## src/rtl/regfile_pkg.sv

```systemverilog
// Shared definitions for the special register file and its access port:
// sequencer state encoding, register count and register address map.
package regfile_pkg;

    localparam int NUM_REGS = 9;

    typedef enum logic [1:0] {
        IDLE   = 2'd0,
        SETUP  = 2'd1,
        ACCESS = 2'd2,
        DONE   = 2'd3
    } state_e;

    localparam logic [3:0] RA = 4'd0;
    localparam logic [3:0] IN = 4'd1;
    localparam logic [3:0] DR = 4'd2;
    localparam logic [3:0] ST = 4'd3;
    localparam logic [3:0] CS = 4'd4;
    localparam logic [3:0] EC = 4'd5;
    localparam logic [3:0] CF = 4'd6;
    localparam logic [3:0] CV = 4'd7;
    localparam logic [3:0] OP = 4'd8;

endpackage

```

## src/rtl/regfile_port_arbiter_rr_arbiter2.sv

```systemverilog
// Two-way round-robin picker. ptr_i names the requester that wins a tie
// (0 = A, 1 = B); after a grant the tie-break moves to the other requester.
module rr_arbiter2 (
    input  logic [1:0] req_i,
    input  logic       ptr_i,
    input  logic       en_i,
    output logic [1:0] gnt_o,
    output logic       ptr_o
);

    always_comb begin
        gnt_o = 2'b00;
        ptr_o = ptr_i;
        if (en_i) begin
            if (req_i[0] && (!req_i[1] || !ptr_i)) begin
                gnt_o = 2'b01;
                ptr_o = 1'b1;
            end else if (req_i[1]) begin
                gnt_o = 2'b10;
                ptr_o = 1'b0;
            end
        end
    end

endmodule

```

## src/rtl/regfile_port_arbiter.sv

```systemverilog
// Shares the single addr/din/we/dout port of the special register file between
// requesters A and B, sequencing each access as IDLE -> SETUP -> ACCESS -> DONE.
module regfile_port_arbiter #(
    parameter int DATA_W   = 16,
    parameter int ADDR_W   = 4,
    parameter int NUM_REGS = regfile_pkg::NUM_REGS
) (
    input  logic              clk,
    input  logic              reset,
    input  logic              a_req,
    input  logic              a_we,
    input  logic [ADDR_W-1:0] a_addr,
    input  logic [DATA_W-1:0] a_wdata,
    output logic              a_ack,
    output logic [DATA_W-1:0] a_rdata,
    input  logic              b_req,
    input  logic              b_we,
    input  logic [ADDR_W-1:0] b_addr,
    input  logic [DATA_W-1:0] b_wdata,
    output logic              b_ack,
    output logic [DATA_W-1:0] b_rdata,
    output logic              err,
    output logic              busy,
    output logic [ADDR_W-1:0] rf_addr,
    output logic [DATA_W-1:0] rf_din,
    output logic              rf_we,
    input  logic [DATA_W-1:0] rf_dout
);
    import regfile_pkg::*;

    state_e            state_q, state_d;
    logic              ptr_q, ptr_d;
    logic [1:0]        req_v, gnt;
    logic [1:0]        we_v;
    logic [ADDR_W-1:0] addr_v  [2];
    logic [DATA_W-1:0] wdata_v [2];
    logic [DATA_W-1:0] rdata_q [2];
    logic              gnt_b_q, we_q, valid_q;
    logic [ADDR_W-1:0] rf_addr_q, sel_addr;
    logic [DATA_W-1:0] wdata_q, rf_din_q;

    assign req_v      = {b_req, a_req};
    assign we_v       = {b_we, a_we};
    assign addr_v[0]  = a_addr;
    assign addr_v[1]  = b_addr;
    assign wdata_v[0] = a_wdata;
    assign wdata_v[1] = b_wdata;
    assign sel_addr   = addr_v[gnt[1]];

    rr_arbiter2 u_arb (
        .req_i (req_v),
        .ptr_i (ptr_q),
        .en_i  (state_q == IDLE),
        .gnt_o (gnt),
        .ptr_o (ptr_d)
    );

    always_ff @(posedge clk) begin
        if (reset) begin
            state_q <= IDLE;
        end else begin
            state_q <= state_d;
        end
    end

    always_comb begin
        state_d = state_q;
        case (state_q)
            IDLE:    if (|gnt) state_d = SETUP;
            SETUP:   state_d = ACCESS;
            ACCESS:  state_d = DONE;
            DONE:    state_d = IDLE;
            default: state_d = IDLE;
        endcase
    end

    always_comb begin
        busy  = (state_q != IDLE);
        rf_we = (state_q == ACCESS) && we_q && valid_q && !reset;
        err   = (state_q == DONE) && !valid_q;
        a_ack = (state_q == DONE) && !gnt_b_q;
        b_ack = (state_q == DONE) && gnt_b_q;
    end

    // rf_addr is driven from the grant edge so it is stable for the whole
    // SETUP cycle, when the file registers its select and dout.
    always_ff @(posedge clk) begin
        if (reset) begin
            ptr_q     <= 1'b0;
            gnt_b_q   <= 1'b0;
            we_q      <= 1'b0;
            valid_q   <= 1'b0;
            rf_addr_q <= '0;
            wdata_q   <= '0;
            rf_din_q  <= '0;
        end else begin
            if (state_q == IDLE && |gnt) begin
                ptr_q     <= ptr_d;
                gnt_b_q   <= gnt[1];
                we_q      <= we_v[gnt[1]];
                rf_addr_q <= sel_addr;
                wdata_q   <= wdata_v[gnt[1]];
                valid_q   <= int'(sel_addr) < NUM_REGS;
            end
            if (state_q == SETUP) begin
                rf_din_q <= wdata_q;
            end
        end
    end

    assign rf_addr = rf_addr_q;
    assign rf_din  = rf_din_q;

    for (genvar gi = 0; gi < 2; gi++) begin : g_rdata
        always_ff @(posedge clk) begin
            if (reset) begin
                rdata_q[gi] <= '0;
            end else if (state_q == ACCESS && !we_q && gnt_b_q == 1'(gi)) begin
                rdata_q[gi] <= valid_q ? rf_dout : '0;
            end
        end
    end

    assign a_rdata = rdata_q[0];
    assign b_rdata = rdata_q[1];

endmodule
```

## config.mk

```make
export PLATFORM = sky130hd
export DESIGN_NAME = regfile_port_arbiter
export DESIGN_NICKNAME = d
export VERILOG_FILES = /design/src/rtl/regfile_pkg.sv /design/src/rtl/regfile_port_arbiter_rr_arbiter2.sv /design/src/rtl/regfile_port_arbiter.sv
export SDC_FILE = /design/constraint.sdc
export NUM_CORES = 1
export LEC_CHECK = 0
export ABC_AREA = 1
export CAP_MARGIN = 20
export CORE_ASPECT_RATIO = 0.6
export CORE_MARGIN = 2
export CORE_UTILIZATION = 40
export CTS_CLUSTER_DIAMETER = 120
export CTS_CLUSTER_SIZE = 16
export DETAILED_ROUTE_END_ITERATION = 10
export PLACE_DENSITY = 0.73
export SETUP_SLACK_MARGIN = 0.2
export SLEW_MARGIN = 20
export SYNTH_ARGS = -nofsm -noshare
export SYNTH_HDL_FRONTEND = slang
export SYNTH_SLANG_ARGS = --single-unit
```

## constraint.sdc

```tcl
create_clock -name clk -period 2.5 [get_ports clk]
set_clock_uncertainty 0.15 [all_clocks]
set_input_delay 0.25 -clock clk [delete_from_list [all_inputs] [get_ports clk]]
set_output_delay 0.25 -clock clk [all_outputs]
set_load 0.02 [all_outputs]
```

==> flow_summary.toml <==
[routing]
dr.pass1.iters = 4
drtIter0Drc = 107
via_per_inst = 4.77
routed_wl_um = 8510
drc_errors = 0
via_count = 2758
routedWlPerCell_um = 14.7
ant_nets = 0

[hold_path]
hp-class = "flip-flop to flip-flop"

[worst_setup_path]
worstPathRequired_ns = 2.10
crit_arrival_ns = 1.76
cp-end-kind = "output pin"
criticalPathCategory = "flip-flop to output pin"
start_kind = "flip-flop"
crit_fanout = 4

[synthesis]
async_flop_share = 0
yosys-top-cells-area = "edfxtp_1 (30%), dfxtp_1 (26%), inv_1 (6.8%)"
yosysMostFrequentCell = "inv_1"
yosys_most_used_dff = "dfxtp_1"
yosysWarnings = 0
yosysTopAreaCellShare = 0.298
synth_top_area_cell = "edfxtp_1"
netlist_top_cells_count = "inv_1 (58), dfxtp_1 (42), nand2_1 (39)"
netlist_area_sq_mm = 0.00322
ys_ff_latch = 74
synth_fp_nets = 415
avgSynthCellArea_sq_um = 9.22
yosysUniqueCellTypes = 31
ys_seq_area_frac = 0.560
postSynthCellCount = 349
synth_enable_flop_cells = 32

[flow_run]
drv_cap = 0

[sta]
max_freq_ghz = 0.464
drv_slew = 0
post-route-period-util = 0.862
worst_pin_slew_ns = 0.625
hold_viol_final = 0
rsz0062_at_grt = "false"
slew_headroom = 0.583
finalSetupViolCount = 0
min_period_ns = 2.16

[cells_and_area]
fin_cells = 578
syn2layout_area_growth_pct = 48.7
antenna_cells = 0
drive_gt1_frac = 0.0936
nNetsFinal = 531

[cts]
cts_hold_buffers = 0
clock-sinks = 74
clk_latency_ns = 0.33
clk_pin_slew_ns = 0.06
cts_tree = "built"
numCtsBuffers = 9
clock_path_buffers = 2
cts_setup_buffers = 0
ctsRootBufferMaster = "clkbuf_16"
post_cts_resized = 2
cts_max_level = 3

[placement]
numPlacedInstances = 562
gp_congestion = 0.783
dp_hpwl_um = 6080
port_buffers = 118

[global_routing]
grt_usage = 0.201
grt_start_max_net_pins = 33
gr-total-overflow = 0
grt_pass1_wl_um = 13400
antenna_found_initial = 0
grt_pass1_vias = 2656

[floorplanning]
initial_core_util = 0.410
die_w_um = 120
rows = 25
die_h_um = 73.5
die_area_sq_mm = 0.00881
core_sq_mm = 0.00785
io_pins = 119

[power_and_ir_drop]
peakVddDrop_mv = 0.548
p_per_area_mw_per_mm2 = 1010
totalPowerFinal_mw = 4.81
p_leak_nw = 2.04

[run_status]
status = "completed"
## metrics by stage
step                       util  hold slack, ns  instance area, sq um  worst slack, ns  setup TNS, ns
after floorplan               -           0.169                  3220          -0.0337          -1.08
after global placement    0.568           0.295                  4460            0.271              0
after detailed placement  0.568           0.293                  4460            0.137              0
after CTS                 0.609           0.307                  4780            0.239              0
after global routing      0.610           0.325                  4790            0.217              0
final                     0.610           0.305                  4790            0.344              0
## kinds of logic (layout without fill, tap and decap cells)
group                      Yosys count  after routing  synth area share
AOI/OAI and AO/OA                   65             65             0.119
adders and majority gates            4              4            0.0155
buffers and inverters               79            200             0.114
DFF                                 74             74             0.560
and+or+nand+nor                    127            127             0.192
## routing by layer
layer	global-route usage	vias up	part of all wire
met5	0	-	0
met4	0.0745	0	0.016
met3	0.0590	12	0.043
met2	0.299	78	0.45
met1	0.280	1289	0.49
li1	-	1379	-
## worst paths after layout
kind	startpoint	endpoint	slack, ns	cells past startpoint
max	state_q[0]	rf_we	0.34	5
min	wdata_q[13]	rf_din[13]	0.30	2
max reg2reg	state_q[0]	rdata_q[1][1]	0.45	5
min reg2reg	wdata_q[13]	rf_din[13]	0.30	2
## critical path: stages (launching register included)
cell,delay (ns)
dfxtp_1,0.34
inv_1,0.09
ha_1,0.25
inv_1,0.13
nor4_1,0.23
dlygate4sd2_1,0.39
## layout make-up
class,instances,area (sq um)
clock buffer,9,225
clock inverter,7,93.8
fill,673,3060
inverter,61,241
multi-input combinational,196,1070
sequential,74,1800
tap,108,135
timing repair buffer,123,1220
## cells in the final DEF (no fill, tap or decap), types with 5 or more instances in the layout
cell             synthesis  layout
o21ai_0                 31      31
buf_4                    3       5
nand2_2                 12      12
clkbuf_16                0       9
nor2_1                  31      31
o211ai_1                20      20
edfxtp_1                32      32
inv_1                   58      58
nor3_1                  32      32
a21oi_1                  7       7
nand2_1                 39      39
clkdlybuf4s50_1          0     116
dfxtp_1                 42      42
## power breakdown
part / internal [mW] / switching (mW) / leakage, nW
sequential: 1.58 / 0.168 / 0.680
combinational: 0.676 / 1.03 / 1.21
clock: 0.870 / 0.489 / 0.151
## flip-flops by register name (all words and copies together), names as in the netlist
register and cells:
rdata_q 32, rf_din 16, wdata_q 16, rf_addr 4
state_q 2, gnt_b_q 1, ptr_q 1, valid_q 1
we_q 1
(Power assumes the default switching activity.)
